<file path="src/rtl/timer_scheduler.sv">
// Round-robin scheduler sharing one prescaled delay timer among NREQ requesters.
// The winner's m and dly are latched at grant. The timer then runs for
// dly*(m+1) clocks, and the winner gets a one-cycle done pulse with its grant
// still held. All outputs are registered.
module timer_scheduler #(
  parameter int M_BITS = 8,
  parameter int N_BITS = 4,
  parameter int NREQ   = 4
) (
  input  logic                     clk,
  input  logic                     reset,
  input  logic [M_BITS-1:0]        m,
  input  logic [NREQ-1:0]          req,
  input  logic [NREQ*N_BITS-1:0]   dly,
  output logic [NREQ-1:0]          gnt,
  output logic [NREQ-1:0]          done,
  output logic                     busy
);

  // state | meaning
  // IDLE  | no grant; arbitrate among pending requests
  // RUN   | prescaler and tick counter running for the granted requester
  // DONE  | one-cycle done pulse to the granted requester
  typedef enum logic [1:0] {IDLE, RUN, DONE} state_t;

  localparam int PW = (NREQ > 1) ? $clog2(NREQ) : 1;

  state_t            state, state_nxt;
  logic [PW-1:0]     ptr, ptr_nxt, sel, sel_nxt, win, sel_inc;
  logic              found;
  logic [M_BITS-1:0] q, q_nxt, m_lat, m_lat_nxt;
  logic [N_BITS-1:0] cnt, cnt_nxt, dly_lat, dly_lat_nxt, dly_win;
  logic [NREQ-1:0]   gnt_nxt, done_nxt;
  logic              busy_nxt;

  // Round-robin pick: first requester at or above the pointer, with wrap.
  always_comb begin
    int idx;
    found = 1'b0;
    win   = '0;
    idx   = 0;
    for (int i = 0; i < NREQ; i++) begin
      idx = (int'(ptr) + i) % NREQ;
      if (!found && req[idx[PW-1:0]]) begin
        found = 1'b1;
        win   = idx[PW-1:0];
      end
    end
  end

  assign dly_win = dly[int'(win)*N_BITS +: N_BITS];
  assign sel_inc = (sel == PW'(NREQ-1)) ? '0 : sel + 1'b1;

  // Next-state, timer and registered-output values.
  always_comb begin
    state_nxt   = state;
    ptr_nxt     = ptr;
    sel_nxt     = sel;
    q_nxt       = q;
    cnt_nxt     = cnt;
    m_lat_nxt   = m_lat;
    dly_lat_nxt = dly_lat;
    gnt_nxt     = gnt;
    done_nxt    = '0;
    busy_nxt    = busy;
    case (state)
      IDLE: begin
        gnt_nxt  = '0;
        busy_nxt = 1'b0;
        if (found) begin
          sel_nxt     = win;
          m_lat_nxt   = m;
          dly_lat_nxt = dly_win;
          q_nxt       = '0;
          cnt_nxt     = '0;
          gnt_nxt     = NREQ'(1) << win;
          busy_nxt    = 1'b1;
          if (dly_win == '0) begin
            state_nxt = DONE;
            done_nxt  = NREQ'(1) << win;
          end else begin
            state_nxt = RUN;
          end
        end
      end
      RUN: begin
        // Abort takes priority over a tick landing in the same cycle.
        if (!req[sel]) begin
          state_nxt = IDLE;
          gnt_nxt   = '0;
          busy_nxt  = 1'b0;
          ptr_nxt   = sel_inc;
        end else if (q == m_lat) begin
          q_nxt   = '0;
          cnt_nxt = cnt + 1'b1;
          if (cnt == dly_lat - 1'b1) begin
            state_nxt = DONE;
            done_nxt  = gnt;
          end
        end else begin
          q_nxt = q + 1'b1;
        end
      end
      DONE: begin
        state_nxt = IDLE;
        gnt_nxt   = '0;
        busy_nxt  = 1'b0;
        ptr_nxt   = sel_inc;
      end
      default: begin
        state_nxt = IDLE;
        gnt_nxt   = '0;
        busy_nxt  = 1'b0;
      end
    endcase
  end

  // State, timer and output registers with asynchronous active-low reset.
  always_ff @(posedge clk or negedge reset) begin
    if (!reset) begin
      state   <= IDLE;
      ptr     <= '0;
      sel     <= '0;
      q       <= '0;
      cnt     <= '0;
      m_lat   <= '0;
      dly_lat <= '0;
      gnt     <= '0;
      done    <= '0;
      busy    <= 1'b0;
    end else begin
      state   <= state_nxt;
      ptr     <= ptr_nxt;
      sel     <= sel_nxt;
      q       <= q_nxt;
      cnt     <= cnt_nxt;
      m_lat   <= m_lat_nxt;
      dly_lat <= dly_lat_nxt;
      gnt     <= gnt_nxt;
      done    <= done_nxt;
      busy    <= busy_nxt;
    end
  end

endmodule

</file>
<file path="config.mk">
export PLATFORM = sky130hd
export DESIGN_NAME = timer_scheduler
export DESIGN_NICKNAME = d
export VERILOG_FILES = /design/src/rtl/timer_scheduler.sv
export SDC_FILE = /design/constraint.sdc
export NUM_CORES = 1
export LEC_CHECK = 0
export BUFFER_PORTS_ARGS = -buffer_cell sky130_fd_sc_hd__buf_4
export CORE_MARGIN = 2
export CORE_UTILIZATION = 35
export CTS_CLUSTER_SIZE = 12
export DETAILED_ROUTE_END_ITERATION = 7
export PLACE_DENSITY = 0.69
export SETUP_SLACK_MARGIN = 0.05
export SLEW_MARGIN = 5
export SYNTH_ARGS = -nofsm -noshare
export SYNTH_HDL_FRONTEND = slang
export SYNTH_SLANG_ARGS = --single-unit
</file>
<file path="constraint.sdc">
create_clock -name clk -period 1.7 [get_ports clk]
set_input_delay 0.17 -clock clk [delete_from_list [all_inputs] [get_ports clk]]
set_output_delay 0.17 -clock clk [all_outputs]
set_load 0.1 [all_outputs]
</file>
==> out/results.ini <==
[yosys]
syn_inst = 204
synth_fp_nets = 238
yosys_warnings = 0
synth_xor_area_share_pct = 9.853
synth_ff_type = dfrtp_1
ys_ff_latch = 39
synth_top_family_by_area = simple AND/OR/NAND/NOR gates
synth_edf_count = 0
avgSynthCellArea_um2 = 10.02
synth-adder-area-share_pct = 2.448
synth_compound_area_share_pct = 7.895
ys_seq_area_share_pct = 47.74
ys_types = 36
synth-simple-area-share_pct = 20.20
synth-async-reset-ratio_pct = 100.0
netlist_area_mm2 = 0.002044
synthMuxAreaShare_pct = 10.16

[detailed_routing]
detail_route.wl_per_cell_um = 13.89
avgViaCountPerCell = 4.871
first_pass_iters = 4
ant_nets = 0
drt-initial-drc-count = 83
drc = 0
vias = 1734
wl_mm = 4.946

[die]
die_area_mm2 = 0.006469
ioPinCount = 39
fp.dieW_um = 80.43
die_h_um = 80.43
core_area_mm2 = 0.005574
rows = 27
start_util_pct = 36.68

[flow_run]
maxCapViolCount = 0

[power]
leakagePower_nw = 1.495
p_per_area_mw_per_mm2 = 1703
irDropWorstVdd_uv = 924.4

[final_layout]
fillCellCount = 494
area_growth_pct = 47.67
num_antenna_cells = 0
final_cell_area_mm2 = 0.003019
drive_gt1_share_pct = 46.13
finish.utilization_pct = 54.16
finalNetCount = 317

[setup_path]
crit_chain = mux2i_1 > a32o_2 > nor2_4 > mux2i_1 > mux2_4 > nand4_4 > a22o_1
crit_family = compound AO/OA/AOI/OAI gates
worstPathRequired_ps = 1910
cp-end-kind = register
cp_num_buf_inv = 0
cp_data_arrival_time_ps = 2130
crit_path_top_delay_cell = dfrtp_2
cpMostUsedCell = mux2i_1
crit_type = register to register
path_max_fanout = 6
cp-start-kind = register
cp_slowest_stage_delay_ps = 440

[timing]
worst_pin_slew_ps = 512.4
maxSlewViolCount = 0
min_period_ps = 1920
rsz0062_at_grt = yes
hold_viol = 0
finalSetupViolCount = 18
max-slew-margin-rel_pct = 65.84
setup_ws_ps = -220.4
fmax_mhz = 520.7
final.setup_skew_ps = 13.43
finalCritPeriodShare_pct = 113.0

[clock_tree]
cts_tree = built
clk_pin_slew_ps = 90
root_buffer = clkbuf_8
numCtsBuffers = 5
clk_latency_ps = 310
clock-sinks = 39
cts_buffer_depth = 2
htree_levels = 2

[grt]
grt_max_degree = 40
grt_overflow = 0
grt_usage_pct = 16.87
grt_pass1_vias = 1775
antenna_found_initial = 0
grt_pass1_wl_mm = 8.231

[place]
hpwl_mm = 3.344
gp_congestion = 0.8151
io_buffers = 38
pre_cts_ws_ps = -285.2
place_area_mm2 = 0.002605

[hold_path]
hold_path_class = primary input to register

[run_status]
status = finished, violations left
violations = setup timing

[cell usage in the layout (no fill, tap or decap), types with 3 or more instances in the layout]
cell type and count:
nand2_2 4, nor2_1 5, xnor2_1 5, buf_4 68
xor2_1 16, inv_1 3, nor2_4 7, buf_6 6
nand4_1 4, mux2_4 6, nand2_4 3, clkbuf_8 5
o21ai_1 4, nor2_2 5, o22ai_1 5, nand2_1 40
mux2i_1 10, dfrtp_1 38, ha_1 4
[stage by stage]
step	power, mW	TNS (ps)	cells	hold WS [ps]
2_1_floorplan	3.127	-236.4	204	-125.6
3_3_place_gp	3.860	-952.3	336	171.2
3_5_place_dp	3.924	-2345	336	178.4
4_1_cts	4.901	-2075	354	43.95
5_1_grt	5.496	-4038	356	50.35
6_report	5.141	-2051	356	49.12
[worst register-to-register path: stages, from the launching register on]
cell     delay (ps)
dfrtp_2         440
mux2i_1         130
a32o_2          310
nor2_4          200
mux2i_1         200
mux2_4          190
nand4_4         130
a22o_1          230
[cell families after synthesis]
kind of cell | Yosys count
simple gates | 87
mux | 18
compound gates | 24
flops | 39
fa+ha+maj | 4
buf+inv | 9
xor+xnor | 23
[cell usage after synthesis, types with 2 or more instances]
| master | count | area share (%) |
|---|---|---|
| o21ai_0 | 7 | 1.7 |
| a21oi_1 | 3 | 0.73 |
| xor2_1 | 16 | 6.9 |
| o22ai_1 | 5 | 1.5 |
| o21a_1 | 2 | 0.73 |
| nand2b_1 | 2 | 0.61 |
| ha_1 | 4 | 2.4 |
| and3_1 | 3 | 0.92 |
| nor3_1 | 2 | 0.49 |
| clkbuf_1 | 3 | 0.55 |
| nand2_1 | 47 | 8.6 |
| xnor2_1 | 7 | 3.0 |
| a21o_1 | 2 | 0.73 |
| nor4_1 | 3 | 0.92 |
| nor2_1 | 16 | 2.9 |
| inv_1 | 5 | 0.92 |
| nand4_1 | 4 | 1.2 |
| mux2_2 | 4 | 2.2 |
| nand3_1 | 3 | 0.73 |
| mux2i_1 | 11 | 5.4 |
| dfrtp_1 | 39 | 48 |
| mux2_4 | 2 | 1.5 |
[layout make-up]
| class | count | area [um2] | area share [%] |
|---|---|---|---|
| Multi-Input combinational cell | 157 | 1252 | 41.48 |
| Clock inverter | 3 | 23.77 | 0.7874 |
| Clock buffer | 5 | 68.82 | 2.279 |
| Inverter | 5 | 18.77 | 0.6216 |
| Timing Repair Buffer | 75 | 588.1 | 19.48 |
| Sequential cell | 39 | 977.2 | 32.37 |
| Tap cell | 72 | 90.09 | 2.984 |
[where the power goes]
| group | internal [mW] | switching, mW |
|---|---|---|
| clock network | 0.294 | 0.379 |
| registers | 1.23 | 0.244 |
| logic | 1.35 | 1.64 |
| total | 2.88 | 2.26 |
[metal layers]
layer	vias up	routed length (um)	global-route usage (%)
li1	856	-	-
met1	825	2174	21.03
met2	43	2411	27.33
met3	10	244	3.371
met4	0	116	9.153
met5	-	0	0
[final timing paths]
check / from / cells past startpoint / slack [ps] / endpoint
max in group asynchronous: reset / 2 / 940 / ptr[1]
setup / recovery: ptr[1] / 7 / -220 / state[0]
min in group asynchronous: reset / 2 / 380 / q[2]
hold reg to reg: m_lat[7] / 2 / 500 / m_lat[7]
hold / removal: m[5] / 3 / 50 / m_lat[5]
setup reg to reg: ptr[1] / 7 / -220 / state[0]
[timing repair]
item | CTS | global route
setup endpoints to repair | 25 | 29
cloned | 1 | 0
gates resized for setup | 28 | 34
pin swaps | 25 | 11
hold buffers | 1 | 0
endpoints found under the hold margin | 39 | 0
setup buffers | 8 | 4
[registers in the layout (all words and copies together) (netlist names), 4 cells and up]
register	count
cnt	4
dly_lat	4
done	4
gnt	4
m_lat	8
q	8
Note: power is estimated with default switching activity, not from simulation.
